--- config.mk ---
export PLATFORM = sky130hd
export DESIGN_NAME = n64_state_uart_flat
export DESIGN_NICKNAME = d
export VERILOG_FILES = /design/src/rtl/n64_state_uart_pkg.sv /design/src/rtl/n64_state_uart_if.sv /design/src/rtl/n64_state_uart_tx_byte.sv /design/src/rtl/n64_state_uart.sv /design/src/flat_wrapper.sv
export SDC_FILE = /design/constraint.sdc
export NUM_CORES = 1
export LEC_CHECK = 0
export CORE_AREA = 3 3 96 98
export CTS_CLUSTER_DIAMETER = 80
export DETAILED_ROUTE_END_ITERATION = 8
export DIE_AREA = 0 0 99 101
export PLACE_DENSITY = 0.7
export SYNTH_ARGS = -nofsm -noshare
export SYNTH_HDL_FRONTEND = slang
export SYNTH_HIERARCHICAL = 1
export SYNTH_SLANG_ARGS = --single-unit
--- constraint.sdc ---
create_clock -name clk -period 2.9 [get_ports clk]
set_input_delay 0.58 -clock clk [delete_from_list [all_inputs] [get_ports clk]]
set_output_delay 0.58 -clock clk [all_outputs]
set_load 0.02 [all_outputs]
--- src/rtl/n64_state_uart_pkg.sv ---
// n64_pkg: shared constants, serializer state type and baud divisor helper for n64_state_uart
package n64_pkg;
  localparam int FRAME_BYTES = 5;
  localparam logic [7:0] SYNC_BYTE_DEFAULT = 8'hA5;
  typedef enum logic [1:0] {IDLE, START, DATA, STOP} uart_state_t;
  function automatic int calc_div(input int clk_hz, input int baud);
    return (clk_hz + baud / 2) / baud;
  endfunction
endpackage

--- src/rtl/n64_state_uart_if.sv ---
// n64_state_uart_if: controller snapshot in, UART line and status out
interface n64_state_uart_if;
  logic [31:0] ctrl_state;
  logic ctrl_clk;
  logic tx;
  logic busy;
  logic frame_done;
  logic overrun;
  modport master (output ctrl_state, ctrl_clk, input tx, busy, frame_done, overrun);
  modport slave (input ctrl_state, ctrl_clk, output tx, busy, frame_done, overrun);
endinterface

--- src/rtl/n64_state_uart_tx_byte.sv ---
// uart_tx_byte: 8N1 serializer; ready is also high in the last stop-bit cycle so bytes chain with no gap
module uart_tx_byte
  import n64_pkg::*;
#(
  parameter int DIV = 104
) (
  input  logic       clk,
  input  logic       rst,
  input  logic       start_i,
  input  logic [7:0] data_i,
  output logic       ready_o,
  output logic       tx_o
);
  localparam int CW = (DIV > 1) ? $clog2(DIV) : 1;
  uart_state_t state_q;
  logic [CW-1:0] cnt_q;
  logic [2:0] bit_q;
  logic [7:0] sh_q;
  logic tx_q, last;
  assign last = cnt_q == CW'(DIV - 1);
  assign ready_o = state_q == IDLE || (state_q == STOP && last);
  assign tx_o = tx_q;
  always_ff @(posedge clk or posedge rst)
    if (rst) begin
      state_q <= IDLE;
      cnt_q <= '0;
      bit_q <= '0;
      sh_q <= '0;
      tx_q <= 1'b1;
    end else begin
      cnt_q <= (state_q == IDLE || last) ? '0 : cnt_q + 1'b1;
      if (start_i && ready_o) begin
        state_q <= START;
        sh_q <= data_i;
        tx_q <= 1'b0;
      end else if (last) begin
        case (state_q)
          START: begin
            state_q <= DATA;
            bit_q <= '0;
            tx_q <= sh_q[0];
            sh_q <= sh_q >> 1;
          end
          DATA: begin
            state_q <= (bit_q == 3'd7) ? STOP : DATA;
            bit_q <= bit_q + 3'd1;
            tx_q <= (bit_q == 3'd7) | sh_q[0];
            sh_q <= sh_q >> 1;
          end
          STOP: state_q <= IDLE;
          default: ;
        endcase
      end
    end
endmodule

--- src/rtl/n64_state_uart.sv ---
// n64_state_uart: serializes each N64 controller snapshot as a 5-byte 8N1 frame (sync + state MSB first).
// Optional N64_STATE_UART_CHANGE_ONLY_EN: only snapshots differing from the last sent one are framed.
module n64_state_uart
  import n64_pkg::*;
#(
  parameter int CLK_HZ = 12000000,
  parameter int BAUD = 115200,
  parameter logic [7:0] SYNC_BYTE = SYNC_BYTE_DEFAULT
) (
  input logic clk,
  input logic rst,
  n64_state_uart_if.slave bus
);
  localparam int DIV = calc_div(CLK_HZ, BAUD);
  logic [2:0] sync_q, byte_idx_q;
  logic [31:0] snap_q, frame_q;
  logic pend_q, busy_q, done_q, ovr_q;
  logic edge_det, accept, take, next_byte, fin, ser_ready, ser_start, ser_tx;
  logic [7:0] ser_data;
  assign edge_det = sync_q[1] & ~sync_q[2];
`ifdef N64_STATE_UART_CHANGE_ONLY_EN
  logic [31:0] last_q;
  logic last_v_q;
  assign accept = edge_det && (!last_v_q || bus.ctrl_state != last_q);
  always_ff @(posedge clk or posedge rst)
    if (rst) begin
      last_q <= '0;
      last_v_q <= 1'b0;
    end else if (take) begin
      last_q <= snap_q;
      last_v_q <= 1'b1;
    end
`else
  assign accept = edge_det;
`endif
  // The sync byte is constant, so a frame can start in the same cycle the snapshot is loaded
  assign take = !busy_q && pend_q;
  assign next_byte = busy_q && ser_ready && byte_idx_q != 3'(FRAME_BYTES - 1);
  assign fin = busy_q && ser_ready && byte_idx_q == 3'(FRAME_BYTES - 1);
  assign ser_start = take || next_byte;
  assign ser_data = take ? SYNC_BYTE : frame_q[31:24];
  always_ff @(posedge clk or posedge rst)
    if (rst) begin
      sync_q <= '0;
      snap_q <= '0;
      frame_q <= '0;
      byte_idx_q <= '0;
      pend_q <= 1'b0;
      busy_q <= 1'b0;
      done_q <= 1'b0;
      ovr_q <= 1'b0;
    end else begin
      sync_q <= {sync_q[1:0], bus.ctrl_clk};
      if (accept) snap_q <= bus.ctrl_state;
      pend_q <= accept || (pend_q && !take);
      ovr_q <= accept && pend_q && !take;
      done_q <= fin;
      if (take) begin
        busy_q <= 1'b1;
        byte_idx_q <= '0;
        frame_q <= snap_q;
      end else if (next_byte) begin
        byte_idx_q <= byte_idx_q + 3'd1;
        frame_q <= {frame_q[23:0], 8'h00};
      end else if (fin) busy_q <= 1'b0;
    end
  uart_tx_byte #(.DIV(DIV)) u_tx (
    .clk(clk),
    .rst(rst),
    .start_i(ser_start),
    .data_i(ser_data),
    .ready_o(ser_ready),
    .tx_o(ser_tx)
  );
  assign bus.tx = ser_tx;
  assign bus.busy = busy_q;
  assign bus.frame_done = done_q;
  assign bus.overrun = ovr_q;
endmodule
--- src/flat_wrapper.sv ---
// flat-port wrapper written by rule: the top's interface ports become plain ports
module n64_state_uart_flat import n64_pkg::*;
#(
  parameter int CLK_HZ = 12000000,
  parameter int BAUD = 115200,
  parameter logic [7:0] SYNC_BYTE = SYNC_BYTE_DEFAULT
)
  (clk, rst, bus_ctrl_state, bus_ctrl_clk, bus_tx, bus_busy, bus_frame_done, bus_overrun);
  n64_state_uart_if bus_i ();
  input logic clk;
  input logic rst;
  input wire logic [$bits(bus_i.ctrl_state)-1:0] bus_ctrl_state;
  input wire logic [$bits(bus_i.ctrl_clk)-1:0] bus_ctrl_clk;
  output wire logic [$bits(bus_i.tx)-1:0] bus_tx;
  output wire logic [$bits(bus_i.busy)-1:0] bus_busy;
  output wire logic [$bits(bus_i.frame_done)-1:0] bus_frame_done;
  output wire logic [$bits(bus_i.overrun)-1:0] bus_overrun;
  assign bus_i.ctrl_state = bus_ctrl_state;
  assign bus_i.ctrl_clk = bus_ctrl_clk;
  assign bus_tx = bus_i.tx;
  assign bus_busy = bus_i.busy;
  assign bus_frame_done = bus_i.frame_done;
  assign bus_overrun = bus_i.overrun;
  n64_state_uart #(.CLK_HZ(CLK_HZ), .BAUD(BAUD), .SYNC_BYTE(SYNC_BYTE)) u_core (.clk(clk), .rst(rst), .bus(bus_i));
endmodule
Yosys cells after proc, flatten, opt, wreduce, memory -nomap -nowiden

Cells that the tools add are included.

$add $sub $neg: 3
Bitwise logic cells: 4
Reductions and logical operators: 29
Eq/ne operators: 8
Multiplexer cells: 20

Operator list:

| kind                                                            | count |
|---|---|
| 32-bit 2-to-1 mux                                               | 2 |
| 8-bit 2-to-1 mux                                                | 4 |
| 2-bit nonzero test                                              | 5 |
| 1-bit logical AND                                               | 9 |
| 2-bit AND reduction                                             | 4 |
| 7-bit by 1-bit adder with 7-bit output, second input constant   | 1 |
| 7-bit == test, second input constant                            | 1 |
| 7-bit 2-to-1 mux                                                | 1 |
| 3-bit by 1-bit adder with 3-bit output, second input constant   | 2 |
| 3-bit == test, second input constant                            | 2 |
| 1-bit 2-to-1 mux                                                | 6 |
| 3-bit 2-to-1 mux                                                | 2 |
| 2-bit case mux with 3 select lines                              | 1 |
| 3-bit case mux with 2 select lines                              | 1 |
| 2-bit == test, second input constant                            | 2 |
| 1-bit logical OR                                                | 4 |
| 2-bit 2-to-1 mux                                                | 2 |
| 4-bit nonzero test                                              | 1 |
| 3-bit != test, second input constant                            | 1 |
| 3-bit AND reduction                                             | 1 |
| 3-bit nonzero test                                              | 1 |
| 2-bit by 1-bit == test with 1-bit output, second input constant | 1 |
| 1-bit logical NOT                                               | 2 |
| 2-bit logical NOT                                               | 1 |
| 6 further kinds                                                 | 7 |

Input bits: 35
Output and inout port bits: 4
Register bits: 95

Logic depth before layout (Yosys ltp)

Gate-level depths: netlist of the first run.

Word-level depth: 9
Gate-level depth with buffers: 13
Depth with buffers taken out: 10

Hierarchy

Netlist of the first run, hierarchy kept.

Modules (own cells, without submodules):

| module         | cells each | times used | seq. area each (µm²) | area an instance (µm²) |
|---|---|---|---|---|
| n64_state_uart | 251        | 1          | 1851.8               | 3067.9 |
| uart_tx_byte   | 102        | 1          | 526.8                | 1133.6 |

Worst setup path before layout of the first run

Ideal clock, no wire load.

Path type: register to register
Start point: reg u_core.u_tx.cnt_q[0]
End point: reg u_core.u_tx.sh_q[0]
Data required time: 2.775 ns
Arrival: 2.301 ns
Setup slack: 0.475 ns
Path buffers: 2
Library setup time: 0.125 ns
Cell stages (with the launch flop): 11
Path through: dfrtp_1 > ha_1 > and3_1 > a41o_1 > and2_1 > buf_4 > a21oi_4 > buf_6 > inv_1 > nand2_2 > mux2_2

Longest elaborated chain between the ends: 9

RTL lines:

| item                                | RTL line                     | source |
|---|---|---|
| from (decl)                         | n64_state_uart_tx_byte.sv:16 | `logic [CW-1:0] cnt_q;` |
| from (signal assigned)              | n64_state_uart_tx_byte.sv:31 | `cnt_q <= (state_q == IDLE \|\| last) ? '0 : cnt_q + 1'b1;` |
| 7-bit == test (*)                   | n64_state_uart_tx_byte.sv:20 | `assign last = cnt_q == CW'(DIV - 1);` |
| 1-bit logical AND (*)               | n64_state_uart_tx_byte.sv:21 | `assign ready_o = state_q == IDLE \|\| (state_q == STOP && last);` |
| 1-bit logical OR (*)                | n64_state_uart_tx_byte.sv:21 |  |
| net u_core.ser_ready                | n64_state_uart.sv:18         | `logic edge_det, accept, take, next_byte, fin, ser_ready, ser_start, ser_tx;` |
| 1-bit logical AND (*) (2 in series) | n64_state_uart.sv:38         | `assign next_byte = busy_q && ser_ready && byte_idx_q != 3'(FRAME_BYTES - 1);` |
| 1-bit logical OR (*)                | n64_state_uart.sv:40         | `assign ser_start = take \|\| next_byte;` |
| net u_core.ser_start                | n64_state_uart.sv:18         |  |
| 1-bit logical AND (*)               | n64_state_uart_tx_byte.sv:32 | `if (start_i && ready_o) begin` |
| 2-bit nonzero test (no line)        | -                            |  |
| 2-bit AND reduction (no line)       | -                            |  |
| to (signal assigned)                | n64_state_uart_tx_byte.sv:34 | `sh_q <= data_i;` |
| to (signal assigned)                | n64_state_uart_tx_byte.sv:42 | `sh_q <= sh_q >> 1;` |
| to (signal assigned)                | n64_state_uart_tx_byte.sv:48 | `sh_q <= sh_q >> 1;` |
| to (decl)                           | n64_state_uart_tx_byte.sv:18 | `logic [7:0] sh_q;` |

The timed path passes the listed nets; every way through them passes the cells marked *.
A chain may end at the register's enable or synchronous reset.

Worst setup path in the final report of the first run

Start point: reg u_core.u_tx.cnt_q[0]
End point: reg u_core.u_tx.sh_q[6]

The elaborated chain is that of the path after synthesis.

==> impl_metrics.ini, run 1 <==
[detailed_routing]
drc = 0
dr.pass1.iters = 4
wl_um = 7990
num_vias = 2765
ant_nets = 0
detail_route.vias_per_cell = 5.51
drt_iter0_drc = 139
routedWlPerCell_um = 15.9

[power]
leakage_nw = 2.22
seqPwrFrac_pct = 48.9
p_int_mw = 2.67
power_density_mw_per_mm2 = 766
peakVddDrop_mv = 0.307
swShare_pct = 29.2
power_frac_comb_pct = 23.5
p_clk_share_pct = 27.7
switching_power_mw = 1.10

[global_routing]
grt_start_max_net_pins = 35
grtUsageTotal_pct = 17.0
grt_pass1_vias = 2780
grt_pass1_wl_um = 13400
antenna_found_initial = 0
grt_overflow = 0

[clock_tree]
cts_htree_levels = 3
cts_buffers = 9
cts-root-buf = clkbuf_8
clk_pin_slew_ns = 0.10
postCtsHoldBufs = 0
cts_tree = yes
post_cts_buffers = 0
cts_resized = 0
cts_sinks = 95
clk_latency_ns = 0.36
cts_buffer_depth = 2

[worst_setup_path]
reg2reg_from = u_core/u_tx/cnt_q[0]
reg2regPathDepth = 8
cp-start-kind = flop
cp_slowest_cell = dfrtp_1
critical-path-max-stage-delay_ns = 0.40
r2r_slack_ns = 0.61
worstPathRequired_ns = 3.14
cp_max_fo = 10
arrival_ns = 2.53
end_kind = flop
r2r_end = u_core/u_tx/sh_q[6]
critical_path_class = flop to flop
crit_chain = ha_1 > and3_1 > a41o_1 > and2_1 > a21oi_4 > inv_1 > nand2_2 > mux2_2

[timing]
hold_viol_final = 0
tightest_slew_ns = 0.808
finalSetupTns_ns = 0
finalWorstSetupSlack_ns = 0.611
drv_slew = 0
rsz0062_at_grt = false
slew-limit-headroom_pct = 46.1
setup_viol = 0
clock_skew_ns = 0.0127
finalCriticalPeriod_ns = 2.29
fmax_mhz = 437
final_min_period_over_clock_period_pct = 78.9

[synth]
syn_area_per_cell_um2 = 11.9
synth-seq-cells = 95
yosysUniqueCellTypes = 40
syn_nets = 397
synthFlopType = dfrtp_1
postSynthCellCount = 353
seq_area_frac_synth_pct = 56.6
syn_area_mm2 = 0.00420
yosysWarnings = 6
synth_edf_count = 0
synth-async-reset-ratio_pct = 100

[finish]
area_delta_synth_final_pct = 17.1
diodes = 0
fin_area_mm2 = 0.00492
final_nets = 434
layout-drive-gt1-share_pct = 21.1
finalNonFillerCells = 502

[run_status]
run_status = finished clean

[min_path]
hold_class = flop to flop
hold-path-cell-count = 0
hold_path_end = u_core/sync_q[1]
min_from = u_core/sync_q[0]

[placed_design]
place_congestion = 0.839
numPortBuffers = 38
dpl_worst_slack_ns = 0.636
place_area_mm2 = 0.00468
dpl.hpwl_um = 5420
place_inst = 487

[die]
num_rows = 34
fp.dieW_um = 99
die-area_mm2 = 0.0100
die_y_um = 101
initial_core_util_pct = 49.1
io_pins = 39
core_mm2 = 0.00855

[job]
maxCapViolations = 0
## cell families after synthesis
| kind of cell | share of synthesized area [%] |
|---|---|
| simple gates | 14.0 |
| compound gates | 9.38 |
| flops | 56.6 |
| xor+xnor | 0.834 |
| fa+ha+maj | 2.68 |
| buf+inv | 3.72 |
| mux | 12.8 |
## critical path: cells and delay by family, from the launching register on
kind | cells | cell delay [ns]
and+or+nand+nor | 3 | 0.61
AOI/OAI and AO/OA | 2 | 0.44
DFF | 1 | 0.40
muxes | 1 | 0.36
adders and majority gates | 1 | 0.25
buffers and inverters | 1 | 0.09
## worst max-delay path by stage
stage | start | to | slack [ns] | cells after the start
5_1_grt | u_core/u_tx/cnt_q[0] | u_core/u_tx/sh_q[3] | 0.49 | 8
4_1_cts | u_core/u_tx/cnt_q[0] | u_core/u_tx/sh_q[1] | 0.60 | 8
3_3_place_gp | u_core/u_tx/cnt_q[0] | u_core/u_tx/sh_q[1] | 0.69 | 8
3_5_place_dp | u_core/u_tx/cnt_q[0] | u_core/u_tx/sh_q[1] | 0.64 | 8
6_report | u_core/u_tx/cnt_q[0] | u_core/u_tx/sh_q[6] | 0.61 | 8
2_1_floorplan | rst | u_core/bus.busy | 0.44 | 1
## routing by layer
layer | vias up | routed length, um | track usage, %
met4 | 0 | 103 | 6.93
met2 | 57 | 3930 | 27.4
li1 | 1317 | - | -
met3 | 8 | 303 | 3.25
met1 | 1383 | 3650 | 22.8
met5 | - | 0 | 0
## stage by stage
step	utilization, %	hold slack (ns)	total power [mW]
6_report	57.5	0.358	3.77
3_5_place_dp	54.7	0.341	2.75
3_3_place_gp	54.7	0.340	2.71
5_1_grt	57.5	0.376	4.00
4_1_cts	57.5	0.364	3.80
2_1_floorplan	-	0.331	2.51
## sequential cells by signal (all words and copies together) (netlist names), 2 cells and up
register and count:
u_core/byte_idx_q 3, u_core/frame_q 32, u_core/snap_q 32, u_core/sync_q 3, u_core/u_tx/bit_q 3, u_core/u_tx/cnt_q 7, u_core/u_tx/sh_q 8, u_core/u_tx/state_q 2
## synth_stat cells (3+ instances only)
master / instances / area share [%]
a21oi_1: 4 / 0.48
nor3_1: 3 / 0.36
nand2b_1: 7 / 1.0
o21ai_0: 13 / 1.5
nand2_1: 42 / 3.8
ha_1: 9 / 2.7
dfrtp_1: 94 / 56
o21ai_1: 3 / 0.36
and2_1: 6 / 0.89
mux2_2: 46 / 12
o211ai_1: 9 / 1.6
nand3_1: 17 / 2.0
nor2_1: 7 / 0.63
inv_1: 9 / 0.80
a221o_1: 15 / 3.6
buf_2: 13 / 1.5
and3_1: 19 / 2.8
nor2b_1: 4 / 0.60
buf_4: 3 / 0.54
## layout by cell type (no fill, tap or decap), types with 9 or more instances in the layout
cell type / instances
nand2_1: 42
mux2_2: 46
clkdlybuf4s50_1: 38
ha_1: 9
o21ai_0: 13
a221o_1: 15
clkbuf_8: 9
and3_1: 19
nand3_1: 17
dfrtp_1: 94
o211ai_1: 9
## power groups by stage
stage	Combinational (mW)	Clock [mW]	Sequential [mW]
after global routing	0.997	1.12	1.89
final	0.884	1.04	1.84
after global placement	0.862	0	1.85
after CTS	0.893	1.07	1.84
after floorplan	0.726	0	1.79
after detailed placement	0.885	0	1.87
## cell type report
cell class	count	area [um^2]
tap	108	135
fill	728	3630
inverter	9	33.8
timing repair buffer	47	460
multi-input combinational	228	1670
clock buffer	9	124
clock inverter	6	116
sequential	95	2380
(Power assumes the default switching activity.)
==> run 2, diff against run 1 <==
- PLACE_DENSITY: 0.7 -> 0.73
- clock period: 2.9 -> 2.1 ns (I/O delays scaled with it)
==> impl_metrics.ini, run 2 (synthesis gave the netlist of run 1 again) <==
[power]
power_density_mw_per_mm2 = 1040
power_mw = 5.28
peakVddDrop_mv = 0.433
leakage_nw = 2.27

[clock_tree]
clk_latency_ns = 0.35
cts_tree = yes
cts_htree_levels = 3
postCtsHoldBufs = 0
cts_buffer_depth = 2
clk_pin_slew_ns = 0.10
cts_buffers = 9
cts-root-buf = clkbuf_8
cts_sinks = 95

[timing]
fin_hold_ws_ns = 0.364
slew-limit-headroom_pct = 65.0
final_min_period_over_clock_period_pct = 93.3
finalCriticalPeriod_ns = 1.96
drv_slew = 0
fmax_mhz = 510
rsz0062_at_grt = false
setup_viol = 0
hold_viol_final = 0
clock_skew_ns = 0.0175
tightest_slew_ns = 0.522

[global_routing]
grt_use_met1_pct = 22.5
grt_start_max_net_pins = 35
global_route.peak_usage_layer = met2
grt_overflow = 0
use_met2_pct = 27.8
grtUsageTotal_pct = 17.0
grtUsageMet3_pct = 3.88
grt_pass1_wl_um = 13600
antenna_found_initial = 0
grt_pass1_vias = 2833

[worst_setup_path]
cp_max_fo = 10
critical_path_class = flop to flop
arrival_ns = 2.20
r2r_end = u_core/u_tx/sh_q[5]
cp_slowest_cell = dfrtp_1
crit_start = u_core/u_tx/cnt_q[1]
worstPathRequired_ns = 2.34
reg2reg_from = u_core/u_tx/cnt_q[1]
reg2regPathDepth = 8
crit_chain = ha_4 > and3_4 > a41o_4 > and2_4 > a21oi_4 > inv_6 > nand2_8 > mux2_2
end_kind = flop
r2r_slack_ns = 0.14
cp-start-kind = flop
critical-path-max-stage-delay_ns = 0.42
setup.worst_path.end = u_core/u_tx/sh_q[5]

[finish]
seq_area_mm2 = 0.00238
layout.cells.most_common = dfrtp_1
final_cell_mix = 94 x dfrtp_1, 44 x mux2_2, 42 x nand2_1
layout-drive-gt1-share_pct = 24.6
area_delta_synth_final_pct = 20.9
finalNonFillerCells = 511
postLayoutCoreUtil_pct = 59.4
final_nets = 442
diodes = 0
nFillCells = 695
multi_input_area_mm2 = 0.00174
top_regs = u_core/frame_q x32, u_core/snap_q x32, u_core/u_tx/sh_q x8

[detailed_routing]
wl_um = 7930
drt_iter0_drc = 135
detail_route.vias_per_cell = 5.39
num_vias = 2755
drc = 0
dr.pass1.iters = 4
ant_nets = 0
routedWlPerCell_um = 15.5

[run_status]
run_status = finished clean

[min_path]
hold_class = flop to flop

[placed_design]
place_congestion = 0.785
numPortBuffers = 38
dpl.hpwl_um = 5480
place_inst = 492

[die]
die_y_um = 101
initial_core_util_pct = 49.1
io_pins = 39
core_mm2 = 0.00855
fp.dieW_um = 99
num_rows = 34
die-area_mm2 = 0.0100

[job]
maxCapViolations = 0
## run 2: cell count changes in the layout (fill, tap and decap cells not counted), moves of 2 or more
cell and delta:
mux2_4 +2, buf_12 +2, mux2_2 -2, buf_4 +6
ha_1 -2, ha_4 +2
## run 2: what timing repair did
item / CTS / global route
endpoints found under the setup margin: 0 / 2
setup buffers: 0 / 3
gates resized for setup: 0 / 4
## run 2: critical path, delay by kind of cell (launching register included)
family,cells,cell delay [ns]
AND/OR/NAND/NOR,3,0.45
buffers and inverters,1,0.06
flip-flops,1,0.42
AO/OA/AOI/OAI,2,0.40
adder cells (fa/ha/maj),1,0.18
multiplexers,1,0.34
## run 2: metal layers
layer | share of wire [%] | routed length, um | up-vias
li1 | - | - | 1334
met1 | 46 | 3650 | 1374
met2 | 50 | 3940 | 42
met3 | 3.2 | 257 | 5
met4 | 0.93 | 74 | 0
met5 | 0 | 0 | -
## run 2: where the power goes
part	total, mW	switching [mW]	internal, mW
combinational	1.36	0.645	0.720
clock	1.38	0.659	0.723
sequential	2.54	0.274	2.26
## run 2: worst min path at each step
stage	cells after the start	from	to	slack (ns)
floorplan	0	u_core/sync_q[0]	u_core/sync_q[1]	0.33
global placement	0	u_core/sync_q[0]	u_core/sync_q[1]	0.34
detailed placement	0	u_core/sync_q[0]	u_core/sync_q[1]	0.34
CTS	0	u_core/sync_q[0]	u_core/sync_q[1]	0.36
global route	0	u_core/sync_q[0]	u_core/sync_q[1]	0.38
finish	0	u_core/sync_q[0]	u_core/sync_q[1]	0.36
## run 2: per-stage QoR
| stage | setup WS (ns) | setup TNS, ns | instance area [um^2] |
|---|---|---|---|
| floorplan | -0.111 | -0.933 | 4270 |
| global placement | 0.164 | 0 | 4800 |
| detailed placement | 0.125 | 0 | 4800 |
| CTS | 0.110 | 0 | 5030 |
| global route | 0.0533 | 0 | 5080 |
| finish | 0.141 | 0 | 5080 |
## run 2: layout make-up
cell class	instances	share of cell area, %
repair buffers	55	10.7
clock inverters	6	1.92
well taps	108	2.66
clock buffers	10	2.71
inverters	9	0.838
multi-input cells	228	34.3
flip-flops and latches	95	46.8
